## src/rtl/irq_reset_sequencer.sv

```systemverilog
// ---------------------------------------------------------------------------
// irq_reset_sequencer
//   Interrupt/reset front end of the 6502 control path. Synchronises the
//   RDY-qualified IRQ/NMI/SO pins, detects NMI and SO falling edges,
//   arbitrates RESET > NMI > BRK > IRQ and runs the interrupt-entry sequence
//   (dummy, three stack cycles, two vector reads), driving the decoder and
//   register-file strobes.
//
// Ports
//   clk, rst          rising-edge clock, synchronous active-high reset
//   rdy               RDY pin, high = run
//   nmi, irq, so      active-low pins (NMI/SO falling edge, IRQ level)
//   sync, brk_op      decoder: instruction boundary / BRK opcode in T1
//   i_flag            current P.I
//   int_pending       NMI latch or unmasked IRQ present
//   seq_busy          entry sequence in progress
//   int_kind          00 none, 01 IRQ/BRK, 10 NMI, 11 RESET
//   force_brk         substitute 00 into IR in this sync cycle
//   push_pch/pcl/p    stack cycle strobes, wr_en = stack cycle is a write
//   b_flag            B bit for the pushed P
//   vec_fetch_lo/hi   vector byte reads, vector_addr = address of the read
//   set_i, set_v      set P.I / P.V
// ---------------------------------------------------------------------------
module irq_reset_sequencer #(
  parameter int          SYNC_STAGES = 2,
  parameter logic [15:0] NMI_VEC     = 16'hFFFA,
  parameter logic [15:0] RST_VEC     = 16'hFFFC,
  parameter logic [15:0] IRQ_VEC     = 16'hFFFE
) (
  input  logic        clk,
  input  logic        rst,
  input  logic        rdy,
  input  logic        nmi,
  input  logic        irq,
  input  logic        so,
  input  logic        sync,
  input  logic        brk_op,
  input  logic        i_flag,
  output logic        int_pending,
  output logic        seq_busy,
  output logic [1:0]  int_kind,
  output logic        force_brk,
  output logic        push_pch,
  output logic        push_pcl,
  output logic        push_p,
  output logic        wr_en,
  output logic        b_flag,
  output logic        vec_fetch_lo,
  output logic        vec_fetch_hi,
  output logic [15:0] vector_addr,
  output logic        set_i,
  output logic        set_v
);

  typedef enum logic [2:0] {
    ST_RST_WAIT = 3'd0,
    ST_IDLE     = 3'd1,
    ST_DUMMY    = 3'd2,
    ST_PUSH_H   = 3'd3,
    ST_PUSH_L   = 3'd4,
    ST_PUSH_P   = 3'd5,
    ST_VEC_L    = 3'd6,
    ST_VEC_H    = 3'd7
  } state_t;

  localparam logic [1:0] KIND_IRQ = 2'b01;
  localparam logic [1:0] KIND_NMI = 2'b10;
  localparam logic [1:0] KIND_RST = 2'b11;

  state_t                 state_r;
  state_t                 state_s;
  logic [SYNC_STAGES-1:0] nmi_sync_r;
  logic [SYNC_STAGES-1:0] irq_sync_r;
  logic [SYNC_STAGES-1:0] so_sync_r;
  logic                   nmi_prev_r;
  logic                   so_prev_r;
  logic                   nmi_latch_r;
  logic                   skip_r;
  logic [1:0]             kind_r;
  logic                   b_flag_r;
  logic [15:0]            vec_r;
  logic                   set_v_r;

  logic nmi_lvl_s;
  logic irq_lvl_s;
  logic so_lvl_s;
  logic nmi_edge_s;
  logic so_edge_s;
  logic irq_req_s;
  logic pending_s;
  logic kind_is_rst_s;
  logic stall_s;
  logic accept_brk_s;
  logic accept_int_s;
  logic vec_sel_s;
  logic nmi_take_s;

  assign nmi_lvl_s     = nmi_sync_r[SYNC_STAGES-1];
  assign irq_lvl_s     = irq_sync_r[SYNC_STAGES-1];
  assign so_lvl_s      = so_sync_r[SYNC_STAGES-1];
  assign nmi_edge_s    = nmi_prev_r & ~nmi_lvl_s;
  assign so_edge_s     = so_prev_r & ~so_lvl_s;
  assign irq_req_s     = ~irq_lvl_s & ~i_flag;
  assign pending_s     = nmi_latch_r | irq_req_s;
  assign kind_is_rst_s = (kind_r == KIND_RST);
  // BRK wins over an interrupt request presented in the same cycle.
  assign accept_brk_s  = (state_r == ST_IDLE) & rdy & brk_op;
  assign accept_int_s  = (state_r == ST_IDLE) & rdy & sync & pending_s & ~skip_r & ~brk_op;
  // Vector is chosen exactly once, on the PUSH_P -> VEC_L transition.
  assign vec_sel_s     = (state_r == ST_PUSH_P) & ~stall_s;
  assign nmi_take_s    = vec_sel_s & ~kind_is_rst_s & nmi_latch_r;

  // Pin synchronisers (preset inactive) and edge-detect history.
  always_ff @(posedge clk) begin
    if (rst) begin
      nmi_sync_r <= '1;
      irq_sync_r <= '1;
      so_sync_r  <= '1;
      nmi_prev_r <= 1'b1;
      so_prev_r  <= 1'b1;
    end else begin
      nmi_sync_r[0] <= nmi;
      irq_sync_r[0] <= irq;
      so_sync_r[0]  <= so;
      for (int i = 1; i < SYNC_STAGES; i++) begin
        nmi_sync_r[i] <= nmi_sync_r[i-1];
        irq_sync_r[i] <= irq_sync_r[i-1];
        so_sync_r[i]  <= so_sync_r[i-1];
      end
      nmi_prev_r <= nmi_lvl_s;
      so_prev_r  <= so_lvl_s;
    end
  end

  // RDY stall: reads always stall, stack cycles only when they are reads (reset).
  always_comb begin
    stall_s = 1'b0;
    case (state_r)
      ST_DUMMY, ST_VEC_L, ST_VEC_H:    stall_s = ~rdy;
      ST_PUSH_H, ST_PUSH_L, ST_PUSH_P: stall_s = ~rdy & kind_is_rst_s;
      default:                         stall_s = 1'b0;
    endcase
  end

  // State register.
  always_ff @(posedge clk) begin
    if (rst) begin
      state_r <= ST_RST_WAIT;
    end else begin
      state_r <= state_s;
    end
  end

  // Next-state logic.
  always_comb begin
    state_s = state_r;
    case (state_r)
      ST_RST_WAIT: state_s = ST_DUMMY;
      ST_IDLE: begin
        if (accept_brk_s) begin
          state_s = ST_PUSH_H;
        end else if (accept_int_s) begin
          state_s = ST_DUMMY;
        end else begin
          state_s = ST_IDLE;
        end
      end
      ST_DUMMY:  state_s = stall_s ? ST_DUMMY  : ST_PUSH_H;
      ST_PUSH_H: state_s = stall_s ? ST_PUSH_H : ST_PUSH_L;
      ST_PUSH_L: state_s = stall_s ? ST_PUSH_L : ST_PUSH_P;
      ST_PUSH_P: state_s = stall_s ? ST_PUSH_P : ST_VEC_L;
      ST_VEC_L:  state_s = stall_s ? ST_VEC_L  : ST_VEC_H;
      ST_VEC_H:  state_s = stall_s ? ST_VEC_H  : ST_IDLE;
      default:   state_s = ST_RST_WAIT;
    endcase
  end

  // Sequence context: kind, B value, vector, NMI latch, skip, SO pulse.
  always_ff @(posedge clk) begin
    if (rst) begin
      kind_r      <= 2'b00;
      b_flag_r    <= 1'b0;
      vec_r       <= 16'h0000;
      nmi_latch_r <= 1'b0;
      skip_r      <= 1'b0;
      set_v_r     <= 1'b0;
    end else begin
      set_v_r <= so_edge_s;

      if (state_r == ST_RST_WAIT) begin
        kind_r   <= KIND_RST;
        b_flag_r <= 1'b0;
      end else if (accept_brk_s) begin
        kind_r   <= KIND_IRQ;
        b_flag_r <= 1'b1;
      end else if (accept_int_s) begin
        kind_r   <= nmi_latch_r ? KIND_NMI : KIND_IRQ;
        b_flag_r <= 1'b0;
      end else if (nmi_take_s) begin
        // NMI hijacks an IRQ/BRK sequence; the pushed B value is kept.
        kind_r   <= KIND_NMI;
        b_flag_r <= b_flag_r;
      end else begin
        kind_r   <= kind_r;
        b_flag_r <= b_flag_r;
      end

      if (vec_sel_s) begin
        if (kind_is_rst_s) begin
          vec_r <= RST_VEC;
        end else if (nmi_latch_r) begin
          vec_r <= NMI_VEC;
        end else begin
          vec_r <= IRQ_VEC;
        end
      end else begin
        vec_r <= vec_r;
      end

      // Clearing wins: an edge arriving while the latch is set is absorbed.
      if (nmi_take_s) begin
        nmi_latch_r <= 1'b0;
      end else begin
        nmi_latch_r <= nmi_latch_r | nmi_edge_s;
      end

      if ((state_r == ST_VEC_H) && !stall_s) begin
        skip_r <= 1'b1;
      end else if ((state_r == ST_IDLE) && sync && rdy) begin
        skip_r <= 1'b0;
      end else begin
        skip_r <= skip_r;
      end
    end
  end

  // Output decode from state and sequence context.
  always_comb begin
    seq_busy     = 1'b0;
    push_pch     = 1'b0;
    push_pcl     = 1'b0;
    push_p       = 1'b0;
    wr_en        = 1'b0;
    vec_fetch_lo = 1'b0;
    vec_fetch_hi = 1'b0;
    vector_addr  = 16'h0000;
    set_i        = 1'b0;
    case (state_r)
      ST_DUMMY: seq_busy = 1'b1;
      ST_PUSH_H: begin
        seq_busy = 1'b1;
        push_pch = 1'b1;
        wr_en    = ~kind_is_rst_s;
      end
      ST_PUSH_L: begin
        seq_busy = 1'b1;
        push_pcl = 1'b1;
        wr_en    = ~kind_is_rst_s;
      end
      ST_PUSH_P: begin
        seq_busy = 1'b1;
        push_p   = 1'b1;
        wr_en    = ~kind_is_rst_s;
      end
      ST_VEC_L: begin
        seq_busy     = 1'b1;
        vec_fetch_lo = 1'b1;
        vector_addr  = vec_r;
      end
      ST_VEC_H: begin
        seq_busy     = 1'b1;
        vec_fetch_hi = 1'b1;
        vector_addr  = vec_r + 16'd1;
        set_i        = 1'b1;
      end
      default: seq_busy = 1'b0;
    endcase

    if (seq_busy) begin
      int_kind = kind_r;
      b_flag   = b_flag_r;
    end else begin
      int_kind = 2'b00;
      b_flag   = 1'b0;
    end

    force_brk   = accept_int_s;
    int_pending = pending_s;
    set_v       = set_v_r;
  end

endmodule
```

## config.mk

```make
export PLATFORM = sky130hd
export DESIGN_NAME = irq_reset_sequencer
export DESIGN_NICKNAME = d
export VERILOG_FILES = /design/src/rtl/irq_reset_sequencer.sv
export SDC_FILE = /design/constraint.sdc
export NUM_CORES = 1
export LEC_CHECK = 0
export BUFFER_PORTS_ARGS = -buffer_cell sky130_fd_sc_hd__buf_2
export CORE_MARGIN = 3
export CORE_UTILIZATION = 50
export CTS_BUF_LIST = sky130_fd_sc_hd__clkbuf_2
export CTS_CLUSTER_DIAMETER = 100
export CTS_CLUSTER_SIZE = 30
export DETAILED_ROUTE_END_ITERATION = 12
export PLACE_DENSITY = 0.78
export SYNTH_ARGS = -nofsm -noshare
export SYNTH_HDL_FRONTEND = slang
export SYNTH_SLANG_ARGS = --single-unit
```

## constraint.sdc

```tcl
create_clock -name clk -period 1.5 [get_ports clk]
set_input_delay 0.075 -clock clk [delete_from_list [all_inputs] [get_ports clk]]
set_output_delay 0.075 -clock clk [all_outputs]
set_load 0.05 [all_outputs]
```

==> results.md, run 1 <==
- Outcome: complete, no violations
- Post-synthesis cell count: roughly 120
- Die height: ~50 µm
- CP bufs+invs: 2
- CP max-delay cell: dfxtp_4
- Peak per-stage delay on the critical path: ~0.44 ns
- Sink Count: 20
- Final setup vio count: 0
- Crit-path leading delay family: flip-flops
- Most common cell after layout, fill and taps aside: buf_4
- Final min period: approximately 1.5 ns
- Register area share after synthesis: 38.88%
- Max VDD drop: just over 0.0008 V
- Max H-tree Level: 1
- Area leader, netlist: dfxtp_1
- Antenna viol nets, final: 0
- M2 GR Usage: 34.32%
- Avg WL per Cell: 14.80 µm
- Most frequent cells in the layout: buf_4 (22), dfxtp_1 (16), buf_2 (14), nand2_1 (12), nor2_1 (11)
- Routed Wire Length: 2738 µm
- Mapped Area: between 1000 and 1500 µm²
- I/O pins: 39
- Largest net degree at the start of global routing: 20
- Via-to-Cell Ratio: approximately 5.3
- Critical path arrival: about 1.4 ns
- Global route hottest layer: met2
- Placed cell count: between 150 and 200
- Top_reg_cell synth: dfxtp_1
- Main area contributors after synthesis: dfxtp_1 (39%), buf_4 (10%), or2_2 (4.9%), nor2_1 (4.7%), a21oi_1 (4.4%)
- Drt first pass iters: 4
- CP cell instances: buf_4 -> and3_4 -> buf_6
- Gr usage total: 20.32%
- Post-DP Area: 1180 µm²
- GRT met3 Usage: 3.499%
- Root buffer cell: clkbuf_2
- Async set-reset flop share out of synthesis: 0%
- Area fraction of the dominant cell type after synthesis: 38.88%
- Synthesis-stage register bit count: 20
- DIE WIDTH: about 51 µm
- # fillers: 120
- Routing usage on met1: approximately a quarter
- Leak: between 0.0006 and 0.0007 µW
- Fin area: roughly 1400 µm²
- Synth-to-Final Area Change: 39.98%
- Vias in the first global route: about 910
- RSZ-0062 raised after global routing: true
- Final cell count without fillers: 185
- Setup TNS: 0 ns
- Synth warn: 0
- Post-Syn Nets: 130
- Skew final: 0.01318 ns
- Initial drt markers: 14
- Relative max-transition margin: between 70% and 80%
- Initial antenna violation count: 0
- Pwr Total: roughly 1500 µW
- Core ar.: approximately 1800 µm²
- Maximum clock frequency: 669.2 MHz
- Vias: 973
- Fin nets: 170
- Clk slew on worst S/H paths: approximately 0.20 ns
- DIE AREA: 2640 µm²
- Post-synth EDFFs: 0
- Total CTS buffers: 3
- Total grt overflow: 0
- Power Density: ~1100 nW/µm²
- CTS tree: yes
- Initial Util: between 50 and 60%
- Clock Latency Late Sink: between 0.3 and 0.4 ns
- Clock Tree Buf Depth: 2
- Share of layout cells above drive strength 1: around 54%
- Nature of the critical path endpoint: primary output
- CP Launch Type: register
- RePlAce Congestion: approximately 0.84
- DRC Markers: 0
- First-pass GRT wire length: 4029 µm
- Hold Fails Final Rpt: 0
- Pins Over Slew Limit: 0
- Dpl hpwl: approximately 1600 µm
- Final Cycle Share: 99.62%
- Mean Syn Cell Area: ~8.5 µm²
- Crit Path Class: register to primary output
- Min-Delay Path Class: input pin to register
- Port Buffers: 38
- Netlist cell types: 32
- Max-cap violations: 0
- Max Fanout on Critical Path: 10
- Slew @ Worst Pin: ~0.42 ns
- Row count: 15
- Worst EP required: between 1 and 1.5 ns
- Diodes inserted: 0
registers in the layout, summed over array words and instances (netlist names), 2 cells and up:
| name | flops |
|---|---|
| irq_sync_r | 2 |
| kind_r | 2 |
| nmi_sync_r | 2 |
| so_sync_r | 2 |
| state_r | 3 |
| vec_r | 3 |
layer usage:
layer | share of wire [%] | vias up
li1 | - | 480
met1 | 42 | 455
met2 | 53 | 33
met3 | 4.4 | 5
met4 | 0.99 | 0
met5 | 0 | -
logic make-up (layout without fill, tap and decap cells):
group	after synthesis	in the layout	synth area share (%)
muxes	1	1	0.9721
DFF	20	20	38.88
buffers and inverters	24	62	14.22
and+or+nand+nor	56	57	33.17
AOI/OAI and AO/OA	20	20	12.76
worst min-delay path, stage by stage:
cell	delay, ns
buf_2	0.12
nand2_1	0.07
a211oi_1	0.06
final cells by class:
class | instances | area [µm²] | share of cell area (%)
inverters | 5 | 18.77 | 1.302
well taps | 25 | 31.28 | 2.170
clock buffers | 3 | 15.01 | 1.042
clock inverters | 1 | 30.03 | 2.083
repair buffers | 53 | 404.1 | 28.04
multi-input cells | 78 | 529.3 | 36.72
flip-flops and latches | 20 | 412.9 | 28.65
cells in the mapped netlist, types with 2 or more instances:
library cell,number
o21ai_0,2
a21oi_1,9
a211oi_1,3
nand3b_1,2
buf_4,14
and3b_1,2
inv_1,5
buf_2,3
nand2_1,12
clkbuf_1,2
and3_1,5
and2_1,4
dfxtp_1,20
nor2_1,13
or2_2,8
metrics by stage:
stage                     utilization (%)  worst slack (ns)  hold WS (ns)
after CTS                           73.40          0.002371       0.01800
after global placement              64.15            0.1681        0.2569
after floorplan                         -           -0.1208        0.1716
final                               78.37          0.005768       0.03010
after detailed placement            64.15           0.09351        0.2602
after global routing                78.37          -0.07703       0.02786
worst paths after layout:
| path | from | to | slack (ns) | depth (start not counted) |
|---|---|---|---|---|
| setup / recovery | state_r[2] | vector_addr[10] | 0.006 | 3 |
| hold reg to reg | so_sync_r[0] | so_sync_r[1] | 0.43 | 1 |
| hold / removal | brk_op | b_flag_r | 0.03 | 3 |
| setup reg to reg | state_r[2] | state_r[1] | 0.09 | 5 |
power by group:
group / internal, µW / switching [µW] / leakage (µW)
clock network: 230 / 169 / 0.0000266
logic: 194 / 296 / 0.000472
registers: 576 / 51.2 / 0.000167
repair_timing:
| action | CTS | global route |
|---|---|---|
| gates cloned | 0 | 1 |
| pin swaps | 1 | 3 |
| resized for setup | 24 | 27 |
| endpoints found under the setup margin | 27 | 23 |
| buffers inserted | 5 | 2 |
| hold endpoints to repair | 3 | 0 |
| hold buffers | 3 | 0 |
(Power assumes the default switching activity.)
==> run 2, diff against run 1 <==
- SETUP_SLACK_MARGIN: unset -> 0.5
==> results.md, run 2 <==
- Worst endpoint type: top-level output
- Die height: about 51 µm
- Commonest cells post-synth: dfxtp_1 (20), buf_4 (14), nor2_1 (13), nand2_1 (12), a21oi_1 (9)
- Max H-tree Level: 1
- Port Buffers: 38
- Main combinational cell family by area after synthesis: simple AND/OR/NAND/NOR gates
- Complex-gate fraction of the synthesized area: between 10% and 20%
- Xor/xnor share of the synthesized area: 0%
- Top_reg_cell synth: dfxtp_1
- Mapped Area: a little over 1000 µm²
- Netlist cell types: 32
- Total CTS buffers: 3
- Synthesis-stage register bit count: 20
- I/O pins: 39
- Failing step: 5_1_grt
- Post-synthesis adder-cell area fraction: 0%
- Placed cell count: around 170
- Root buffer cell: clkbuf_2
- Area leader, netlist: dfxtp_1
- Post-Syn Nets: between 100 and 150
- Clock Tree Buf Depth: 2
- Outcome: did not finish
- RePlAce Congestion: about 0.84
- Initial Util: between 50% and 60%
- Run Error: [ERROR DPL-0038] Utilization greater than 100%, impossible to legalize
- DIE WIDTH: approximately 51 µm
- Post-synthesis mux area share: 0.9721%
- Post-synthesis simple-gate area fraction: 33.17%
- Register area share after synthesis: 38.88%
- Async set-reset flop share out of synthesis: 0%
- Dpl hpwl: approximately 1600 µm
- Area fraction of the dominant cell type after synthesis: around 40%
- Mean Syn Cell Area: 8.510 µm²
- Row count: 15
- Count leader, synth: dfxtp_1
- Post-synthesis cell count: 121
- Largest net degree at the start of global routing: 20
- Sink Count: 20
- Post-synth EDFFs: 0
- Worst_ep grt: force_brk
- Synth warn: 0
- Main area contributors after synthesis: dfxtp_1 (39%), buf_4 (10%), or2_2 (4.9%), nor2_1 (4.7%), a21oi_1 (4.4%)
## run 2: kinds of logic after synthesis
group                  count (synthesis)
and+or+nand+nor                       56
AOI/OAI and AO/OA                     20
muxes                                  1
buffers and inverters                 24
DFF                                   20
## run 2: through the flow
stage / worst slack [ns] / utilization (%) / instance area (µm²)
detailed placement: 0.1673 / 66.60 / 1225
CTS: 0.02690 / 95.31 / 1753
global placement: 0.2126 / 66.60 / 1225
floorplan: 0.1943 / - / 1147
## run 2: repair_timing
action                                 4_1_cts
setup endpoints to repair                   40
pin swaps                                    9
resized for setup                           85
cloned                                       1
endpoints found under the hold margin        3
hold buffers                                 3
setup buffers                               22
==> run 3, diff against run 2 <==
- CORE_AREA: unset -> 3 3 64 66
- CORE_MARGIN: 3 -> unset
- CORE_UTILIZATION: 50 -> unset
- CTS_BUF_LIST: sky130_fd_sc_hd__clkbuf_2 -> unset
- CTS_CLUSTER_DIAMETER: 100 -> unset
- CTS_CLUSTER_SIZE: 30 -> unset
- DIE_AREA: unset -> 0 0 67 69
- PLACE_DENSITY: 0.78 -> unset
- PLACE_DENSITY_LB_ADDON: unset -> 0.15
- SETUP_SLACK_MARGIN: 0.5 -> unset
==> results.md, run 3 (same netlist as run 1, synthesis figures left out) <==
- Outcome: complete, no violations
- Die height: between 60 and 70 µm
- RePlAce Congestion: 0.7263
- Gate power share: a little over a quarter
- Flop pwr share: between 30% and 40%
- Max H-tree Level: 1
- Power Density: about 1100 nW/µm²
- Slew @ Worst Pin: between 0.4 and 0.5 ns
- Util after Layout: 37.57%
- Leak: ~0.00064 µW
- Worst Slack Setup Final: 0.06314 ns
- Port Buffers: 38
- Most common cell after layout, fill and taps aside: buf_2
- Crit path launch: state_r[2]
- GRT met3 Usage: 1.954%
- Pins Over Slew Limit: 0
- RSZ-0062 raised after global routing: false
- Power Internal: 1074 µW
- Avg WL per Cell: about 11 µm
- Routed Wire Length: about 2300 µm
- Synth-to-Final Area Change: 32.56%
- R2r startpoint: state_r[1]
- Antenna viol nets, final: 0
- Global route hottest layer: met2
- DIE WIDTH: ~67 µm
- Min-delay src: brk_op
- Final min period: 1.437 ns
- Crit-path leading delay family: buffers and inverters
- DIE AREA: 4623 µm²
- CP max-delay cell: dfxtp_4
- Routing usage on met1: roughly an eighth
- Switching part of the total: between 30% and 40%
- R2R Setup Slk: 0.15 ns
- I/O pins: 39
- Total grt overflow: 0
- Via-to-Cell Ratio: between 4 and 5
- Final cell count without fillers: 200
- Max Fanout on Critical Path: 10
- Fin nets: 162
- Gr usage total: roughly a tenth
- CTS tree: yes
- CP bufs+invs: 2
- Clock Tree Buf Depth: 2
- Vias in the first global route: slightly above 800
- Min-Delay Path Class: input pin to register
- M2 GR Usage: 17.03%
- Hold Fails Final Rpt: 0
- Max-cap violations: 0
- Dpl hpwl: around 1600 µm
- CP cell instances: buf_4 -> nor2_2 -> a21oi_1 -> a21oi_4 -> buf_2
- Clk slew on worst S/H paths: approximately 0.070 ns
- Relative max-transition margin: 67.31%
- Largest net degree at the start of global routing: 20
- Clock power frac: around a third
- Nature of the critical path endpoint: primary output
- DRC Markers: 0
- Final setup vio count: 0
- Crit Path Class: register to primary output
- Root buffer cell: clkbuf_8
- Drt first pass iters: 4
- Initial antenna violation count: 0
- Peak per-stage delay on the critical path: approximately 0.38 ns
- Max VDD drop: 0.0003839 V
- Worst EP required: ~1.4 ns
- Diodes inserted: 0
- Hold slack: 0.1235 ns
- Net Sw Power: around 500 µW
- Initial drt markers: 36
- Biggest regs: state_r: 3 flops, vec_r: 3 flops
- Worst slack, placed: 0.1571 ns
- Initial Util: approximately 28%
- First-pass GRT wire length: between 3000 and 4000 µm
- Vias: about 880
- CP Launch Type: register
- Sink Count: 20
- Clock Latency Late Sink: between 0.2 and 0.3 ns
- Maximum clock frequency: ~700 MHz
- Most frequent cells in the layout: buf_2 (24), buf_4 (18), dfxtp_1 (16), nand2_1 (12), nor2_1 (11)
- Core ar.: between 3000 and 4000 µm²
- Critical path arrival: roughly 1.4 ns
- Skew final: around 0.0020 ns
- Final Cycle Share: between 90 and 100%
- Placed cell count: about 190
- Row count: 22
- Total CTS buffers: 3
- Share of layout cells above drive strength 1: about half
## run 3: area by class of cell
cell class,instances,area [µm²]
repair buffers,46,296.5
clock inverters,1,30.03
inverters,5,18.77
fillers,391,2268
well taps,48,60.06
flip-flops and latches,20,410.4
clock buffers,3,41.29
multi-input cells,77,508.0
## run 3: worst register-to-register path, cell delays in order, from the launching register on
cell and delay (ns):
dfxtp_4 0.39, and4bb_4 0.37, buf_4 0.12, nand2_1 0.06
and4_1 0.21, nor4_2 0.11
## run 3: path summary, 6_finish.rpt
path	to	cells after the start
setup / recovery	wr_en	5
hold / removal	b_flag_r	3
setup reg to reg	state_r[1]	5
hold reg to reg	irq_sync_r[1]	1
## run 3: power groups by stage
| stage | clock [µW] | sequential (µW) | combinational [µW] |
|---|---|---|---|
| 4_1_cts | 548 | 620 | 404 |
| 3_3_place_gp | 0 | 628 | 397 |
| 3_5_place_dp | 0 | 630 | 396 |
| 2_1_floorplan | 0 | 620 | 299 |
| 6_report | 533 | 624 | 406 |
| 5_1_grt | 577 | 634 | 444 |
## run 3: stage by stage
stage               total power [µW]  instance area (µm²)  setup TNS (ns)
finish                          1562                 1365               0
global route                    1655                 1365               0
CTS                             1572                 1341               0
detailed placement              1026                 1201               0
global placement                1025                 1201               0
floorplan                      919.3                 1049         -0.1208
## run 3: repair_timing
action                     4_1_cts  5_1_grt
hold buffers                     3        0
gates resized for setup         17        6
pin swaps                        0        1
setup endpoints to repair       20       18
buffers inserted                 0        1
hold endpoints to repair         3        0
## run 3: metal layers
layer	wire, µm	share of wire, %
met2	1015	45
met1	1062	47
met4	24	1.1
met5	0	0
met3	168	7.4
